$ cat src/rtl/mem_arbiter.sv
// mem_arbiter: shares one variable-latency memory between the core port and the debug port,
// with one access in flight and a bus timeout. Define MEM_ARB_RR_EN for a round-robin tie-break.
module mem_arbiter #(
    parameter int ADDR_W  = 32,
    parameter int DATA_W  = 32,
    parameter int TIMEOUT = 15
) (
    input  logic              clk,
    input  logic              rst,
    input  logic              c_req,
    input  logic              c_we,
    input  logic [ADDR_W-1:0] c_addr,
    input  logic [DATA_W-1:0] c_wdata,
    output logic              c_done,
    output logic              c_err,
    output logic [DATA_W-1:0] c_rdata,
    input  logic              d_req,
    input  logic              d_we,
    input  logic [ADDR_W-1:0] d_addr,
    input  logic [DATA_W-1:0] d_wdata,
    output logic              d_done,
    output logic              d_err,
    output logic [DATA_W-1:0] d_rdata,
    output logic              m_req,
    output logic              m_we,
    output logic [ADDR_W-1:0] m_addr,
    output logic [DATA_W-1:0] m_wdata,
    input  logic              m_ack,
    input  logic [DATA_W-1:0] m_rdata,
    output logic              busy
);
    typedef enum logic [1:0] {ST_IDLE, ST_BUSY, ST_DONE} state_t;

    localparam logic [7:0] TERM_CNT = 8'(TIMEOUT - 1);

    state_t            state_q, state_d;
    logic              owner_q, owner_d;
    logic [7:0]        cnt_q, cnt_d;
    logic              m_req_q, m_req_d;
    logic              m_we_q, m_we_d;
    logic [ADDR_W-1:0] m_addr_q, m_addr_d;
    logic [DATA_W-1:0] m_wdata_q, m_wdata_d;
    logic              c_done_q, c_done_d, d_done_q, d_done_d;
    logic              c_err_q, c_err_d, d_err_q, d_err_d;
    logic [DATA_W-1:0] c_rdata_q, c_rdata_d, d_rdata_q, d_rdata_d;
    logic              grant_dbg;
    logic              fin_err;
    logic [DATA_W-1:0] fin_data;

`ifdef MEM_ARB_RR_EN
    // rr_ptr_q holds the port granted last; the other port wins a tie.
    logic rr_ptr_q;

    assign grant_dbg = d_req && (!c_req || !rr_ptr_q);

    always_ff @(posedge clk or posedge rst) begin
        if (rst) begin
            rr_ptr_q <= 1'b1;
        end else if (state_q == ST_IDLE && (c_req || d_req)) begin
            rr_ptr_q <= grant_dbg;
        end
    end
`else
    assign grant_dbg = d_req && !c_req;
`endif

    // NOTE: every signal assigned here gets a default first, so no path can infer a latch.
    always_comb begin
        state_d   = state_q;
        owner_d   = owner_q;
        cnt_d     = cnt_q;
        m_req_d   = m_req_q;
        m_we_d    = m_we_q;
        m_addr_d  = m_addr_q;
        m_wdata_d = m_wdata_q;
        c_done_d  = 1'b0;
        d_done_d  = 1'b0;
        c_err_d   = c_err_q;
        d_err_d   = d_err_q;
        c_rdata_d = c_rdata_q;
        d_rdata_d = d_rdata_q;
        fin_err   = 1'b0;
        fin_data  = '0;

        case (state_q)
            ST_IDLE: begin
                if (c_req || d_req) begin
                    state_d   = ST_BUSY;
                    owner_d   = grant_dbg;
                    cnt_d     = '0;
                    m_req_d   = 1'b1;
                    m_we_d    = grant_dbg ? d_we    : c_we;
                    m_addr_d  = grant_dbg ? d_addr  : c_addr;
                    m_wdata_d = grant_dbg ? d_wdata : c_wdata;
                end
            end
            ST_BUSY: begin
                cnt_d = cnt_q + 8'd1;
                // An ack on the terminal-count cycle still wins over the timeout.
                if (m_ack || cnt_q == TERM_CNT) begin
                    state_d  = ST_DONE;
                    m_req_d  = 1'b0;
                    fin_err  = !m_ack;
                    fin_data = (m_ack && !m_we_q) ? m_rdata : '0;
                    if (owner_q) begin
                        d_done_d  = 1'b1;
                        d_err_d   = fin_err;
                        d_rdata_d = fin_data;
                    end else begin
                        c_done_d  = 1'b1;
                        c_err_d   = fin_err;
                        c_rdata_d = fin_data;
                    end
                end
            end
            ST_DONE: state_d = ST_IDLE;
            default: state_d = ST_IDLE;
        endcase
    end

    // NOTE: sequential state uses non-blocking assignments only; reset is asynchronous.
    always_ff @(posedge clk or posedge rst) begin
        if (rst) begin
            state_q   <= ST_IDLE;
            owner_q   <= 1'b0;
            cnt_q     <= '0;
            m_req_q   <= 1'b0;
            m_we_q    <= 1'b0;
            m_addr_q  <= '0;
            m_wdata_q <= '0;
            c_done_q  <= 1'b0;
            d_done_q  <= 1'b0;
            c_err_q   <= 1'b0;
            d_err_q   <= 1'b0;
            c_rdata_q <= '0;
            d_rdata_q <= '0;
        end else begin
            state_q   <= state_d;
            owner_q   <= owner_d;
            cnt_q     <= cnt_d;
            m_req_q   <= m_req_d;
            m_we_q    <= m_we_d;
            m_addr_q  <= m_addr_d;
            m_wdata_q <= m_wdata_d;
            c_done_q  <= c_done_d;
            d_done_q  <= d_done_d;
            c_err_q   <= c_err_d;
            d_err_q   <= d_err_d;
            c_rdata_q <= c_rdata_d;
            d_rdata_q <= d_rdata_d;
        end
    end

    assign m_req   = m_req_q;
    assign m_we    = m_we_q;
    assign m_addr  = m_addr_q;
    assign m_wdata = m_wdata_q;
    assign c_done  = c_done_q;
    assign c_err   = c_err_q;
    assign c_rdata = c_rdata_q;
    assign d_done  = d_done_q;
    assign d_err   = d_err_q;
    assign d_rdata = d_rdata_q;
    assign busy    = (state_q != ST_IDLE);

endmodule

$ cat config.mk
export PLATFORM = sky130hd
export DESIGN_NAME = mem_arbiter
export DESIGN_NICKNAME = d
export VERILOG_FILES = /design/src/rtl/mem_arbiter.sv
export SDC_FILE = /design/constraint.sdc
export NUM_CORES = 1
export LEC_CHECK = 0
export CAP_MARGIN = 40
export CELL_PAD_IN_SITES_DETAIL_PLACEMENT = 1
export CELL_PAD_IN_SITES_GLOBAL_PLACEMENT = 1
export CORE_MARGIN = 4
export CORE_UTILIZATION = 29
export CTS_BUF_LIST = sky130_fd_sc_hd__clkbuf_8 sky130_fd_sc_hd__clkbuf_16
export CTS_CLUSTER_DIAMETER = 50
export CTS_CLUSTER_SIZE = 40
export DETAILED_ROUTE_END_ITERATION = 16
export MAX_ROUTING_LAYER = met4
export PLACE_DENSITY = 0.8
export REMOVE_ABC_BUFFERS = 1
export SKIP_LAST_GASP = 1
export SLEW_MARGIN = 15
export SYNTH_ARGS = -nofsm -noshare
export SYNTH_HDL_FRONTEND = slang
export SYNTH_SLANG_ARGS = --single-unit
$ cat constraint.sdc
create_clock -name clk -period 6.85 [get_ports clk]
set_input_delay 1.37 -clock clk [delete_from_list [all_inputs] [get_ports clk]]
set_output_delay 1.37 -clock clk [all_outputs]
set_load 0.01 [all_outputs]
; After elaboration in Yosys (flattened, before gate mapping)
; Cells that the tools add are included.
; Widths: inputs -> output; s select.
[totals]
input_bits = 167
reg_bits = 145
output_inout_bits = 135
[classes]
n_reduce_logical = 16
n_mux = 18
bitwise_logic = 1
addsub = 1
eq_ne = 4
[op_table]
columns = operator, count
row1 = $mux 32, 3
row2 = $pmux 8 s2, 1
row3 = $mux 1, 9
row4 = $reduce_and 3->1, 3
row5 = $add 8x1->8 const B, 1
row6 = $eq 8x4->1 const B, 1
row7 = $mux 8, 1
row8 = $reduce_and 2->1, 3
row9 = $mux 2, 2
row10 = $ne 2x2->1 const B, 2
row11 = $pmux 2 s2, 1
row12 = $reduce_bool 2->1, 2
row13 = $logic_not 1->1, 3
row14 = $eq 2x1->1 const B, 1
row15 = $logic_and 1x1->1, 2
row16 = $logic_not 2->1, 1
row17 = $logic_or 1x1->1, 2
row18 = $pmux 1 s2, 1
row19 = $not 1->1, 1

; Logic depth before layout (Yosys ltp)
[logic_depth]
depth_word = 4
depth_mapped = 7

; Least setup slack after synthesis
; Ideal clock, no wire load.
[synth_timing]
path_kind = input to register
from = input port c_req
to = register m_addr_q[0] (netlist: m_addr[0])
n_path_buf = 2
t_arrival_ps = 2226
setup_slack_ps = 4542
path_stages = 5
path_cell_list = o21ai_2 -> buf_2 -> clkbuf_1 -> nand2_1 -> o21ai_0
[synth_between]
elab_chain_cells = 3
[synth_rtl]
columns = element, line_no
row1 = from (decl), 10  ; input logic c_req,
row2 = $logic_not 1->1, 64  ; assign grant_dbg = d_req && !c_req;
row3 = $logic_and 1x1->1, 64
row4 = $mux 32, 93  ; m_addr_d = grant_dbg ? d_addr : c_addr;
row5 = to (signal assigned), 143  ; m_addr_q <= m_addr_d;
row6 = to (decl), 41  ; logic [ADDR_W-1:0] m_addr_q, m_addr_d;
; Parallel ways exist; a longest one is shown, timed or not.
; A chain may end at the register's enable or synchronous reset.

; Worst setup path in the final report
[layout_timing]
from = input port c_req
to = register m_addr_q[18] (netlist: m_addr[18])
; Same word-level chain as after synthesis.

==> summary.md <==
| Metric | Value |
|---|---|
| Achievable clock frequency | roughly 0.31 GHz |
| Endpoint class of the critical path | flop |
| Number of nets in the layout | 997 |
| Overall via count from detail_route | around 5200 |
| Data arrival time of the worst path | between 3 and 4 ns |
| Clock tree from TritonCTS | built |
| Clock Sink Count | about 150 |
| Max rail drop VDD | ~0.15 mV |
| Largest driver fanout on the critical path | approximately 40 |
| Number of hold-slack violations in the final timing report | 0 |
| Ant. Diodes | 0 |
| Chip width | ~150 um |
| Portion of total power attributed to combinational logic | 0.428 |
| I/O pin count | approximately 300 |
| HPWL after detailed placement | between 10000 and 15000 um |
| Most heavily used metal layer in global routing | met2 |
| Switching power share of the total | 0.350 |
| Area of the placeable core | between 20000 and 25000 um2 |
| LEAKAGE | approximately 4.5 nW |
| Worst hold path class | reg2reg |
| Part of the cycle the worst path needs | 0.472 |
| Fraction of power consumed by sequential logic | 0.356 |
| Yosys Warn Count | 0 |
| Height of the die | around 150 um |
| Aggregate routed wire length | about 20000 um |
| Count of distinct cell types in the synthesized netlist | 32 |
| Fill cell total of the finished layout | approximately 2300 |
| Final design instance area without fill | approximately 10000 um2 |
| Met1 Track Usage GR | 0.207 |
| CTS root buffer | clkbuf_16 |
| Relative slew slack | 0.460 |
| Worst setup path class | in2reg |
| Via-per-instance ratio | about 4.7 |
| Resized cells post-CTS | 0 |
| Global Route met3 Usage | 0.0549 |
| CTS Buffer Depth | 2 |
| Sequential cell area in the final layout | approximately 3600 um2 |
| Starting utilization of the core area | 0.294 |
| Row Count | 53 |
| Worst Hold Slack | ~0.48 ns |
| Total overflow reported by the global router | 0 |
| Cell Area, Synth | ~6200 um2 |
| Total CTS buffers | 17 |
| Number of remaining DRC errors | 0 |
| Sequential cell area fraction in the yosys report | 0.590 |
| Antenna-violating nets left | 0 |
| Post-synthesis sequential element count | ~150 |
| Final count of pins violating max slew | 0 |
| Endpoints failing setup | 0 |
| Number of antenna violations at the first check in global routing | 0 |
| Met2 Use GR | 0.285 |
| Post-route minimum period | between 3 and 4 ns |
| PwrDens | approximately 410 nW/um2 |
| Cell area after placement | 9410 um2 |
| Required time of the critical path | about 7 ns |
| Power dissipated by switching net loads | 0.00143 W |
| Hold-fix buffers at CTS | 0 |
| Final critical-path setup slack | 3.62 ns |
| GRT Total Usage | 0.174 |
| Fraction of final layout cells sized beyond drive strength 1 | 0.0606 |
| Setup slack at placement | 3.13 ns |
| Area overhead of the layout relative to synthesis | 61.9% |
| Setup TNS | 0 ns |
| Synthesized area per cell | approximately 11 um2 |
| CP Launch Type | input pin |
| Pre-Repair DR Iteration Count | 6 |
| Internal power | 0.00265 W |
| Clock insertion delay at the later pin of the skew report | around 0.41 ns |
| Post-CTS Repair Setup Buffers | 0 |
| Result of the run | complete, no violations |
| Clock group share of total power | 0.216 |
| Multi-input combinational cell area | about 2300 um2 |
| Transition time of the tightest slew-check pin | 0.809 ns |
| Clock Skews | a little under 0.01 ns |
| Number of design-rule violations left by the first detailed-router iteration | 176 |
| Clock-pin transition on the worst setup and hold timing paths | 0.06 ns |
| Global-route wire length before repair | about 31000 um |
| Pin count of the biggest net entering global routing | 86 |
| Die area | 23600 um2 |
| Count of H-tree levels built during CTS | 4 |
| Post-synthesis instance total | 539 |
| GPL Wtd Cong | ~0.78 |
| Average wire per cell in the routed design | between 15 and 20 um |
| Maximum capacitance violations | 0 |
| Via count of the first global-routing pass | about 5700 |
| Setup repair after global routing missed its margin | no |
| Count of buffers from port buffering | about 300 |
==> path summary, 6_finish.rpt <==
check / cells past startpoint / to / slack [ns] / startpoint
hold / removal: 2 / m_addr[19] / 0.48 / m_addr[19]
hold reg to reg: 2 / m_addr[19] / 0.48 / m_addr[19]
setup reg to reg: 6 / c_rdata[31] / 4.52 / cnt_q[0]
max in group asynchronous: 4 / m_addr[29] / 4.30 / rst
setup / recovery: 5 / m_addr[18] / 3.62 / c_req
min in group asynchronous: 2 / m_wdata[20] / 1.36 / rst
==> metrics by stage <==
step                std cells  total power (W)   util
finish                   1116          0.00408  0.475
global route             1116          0.00435  0.475
CTS                      1116          0.00415  0.475
detailed placement       1084          0.00325  0.449
global placement         1082          0.00316  0.446
floorplan                 500          0.00215      -
==> cells by family after synthesis <==
logic type | Yosys count | share of synthesized area
and+or+nand+nor | 126 | 0.0867
adders and majority gates | 2 | 0.00407
AOI/OAI and AO/OA | 152 | 0.171
DFF | 145 | 0.590
buffers and inverters | 48 | 0.0413
muxes | 65 | 0.106
xor gates and xnor gates | 1 | 0.00142
==> flip-flops by register name (all words and copies together) (netlist names), 2 cells and up <==
name / cells
d_rdata: 32
m_addr: 32
state_q: 2
m_wdata: 32
c_rdata: 32
cnt_q: 8
==> cell type report <==
class                   instances  area share
multi-input cells             346       0.229
clock inverters                15      0.0124
clock buffers                  17      0.0427
well taps                     275      0.0346
flip-flops and latches        145       0.364
repair buffers                309       0.313
inverters                       9     0.00390
==> per-layer routing <==
| metal | vias to the layer above | wire length, um |
|---|---|---|
| met5 | - | 0 |
| met4 | 0 | 304 |
| met3 | 19 | 1680 |
| met2 | 218 | 9570 |
| met1 | 2525 | 8350 |
| li1 | 2485 | - |
==> synth_stat cells (all sizes together) <==
cell type / n / area (um2)
and2: 1 / 7.51
o2bb2ai: 62 / 556
buf: 17 / 138
o41ai: 1 / 27.5
a21oi: 5 / 25.0
inv: 9 / 33.8
nand4b: 1 / 15.0
nand2: 102 / 385
nor2: 8 / 30.0
and3: 3 / 20.0
a22o: 2 / 17.5
nor2b: 1 / 6.26
nand3: 5 / 37.5
nand4: 2 / 12.5
clkbuf: 22 / 82.6
nand2b: 2 / 12.5
nor4: 1 / 6.26
a31oi: 3 / 18.8
dfrtp: 145 / 3630
o31ai: 2 / 15.0
ha: 2 / 25.0
o211ai: 1 / 7.51
xor2: 1 / 8.76
mux2i: 65 / 651
o21ai: 76 / 384
==> cells in the final DEF, fill, tap and decap left out, drive strengths merged <==
cell,synthesis,layout
and2,1,1
nand4,2,2
o31ai,2,2
nand3,5,5
a21oi,5,5
and3,3,3
dfrtp,145,145
o21ai,76,76
nor4,1,1
ha,2,2
clkinv,0,2
nor2,8,8
o211ai,1,1
clkbuf,22,17
a22o,2,2
nand2b,2,2
buf,17,8
o41ai,1,1
a31oi,3,3
nand2,102,102
nor2b,1,1
clkinvlp,0,4
inv,9,18
o2bb2ai,62,62
nand4b,1,1
mux2i,65,65
xor2,1,1
clkdlybuf4s50,0,301
==> critical path, stage by stage <==
cell,delay [ns]
clkdlybuf4s50_1,0.60
nand2b_4,0.45
buf_4,0.63
mux2i_1,0.26
o21ai_0,0.12
==> power groups by stage <==
stage / logic (W) / registers, W / clock network, W
floorplan: 0.000538 / 0.00161 / 0
global placement: 0.00172 / 0.00145 / 0
detailed placement: 0.00178 / 0.00147 / 0
CTS: 0.00178 / 0.00146 / 0.000911
global route: 0.00190 / 0.00151 / 0.000948
finish: 0.00175 / 0.00145 / 0.000879
(Power assumes the default switching activity.)
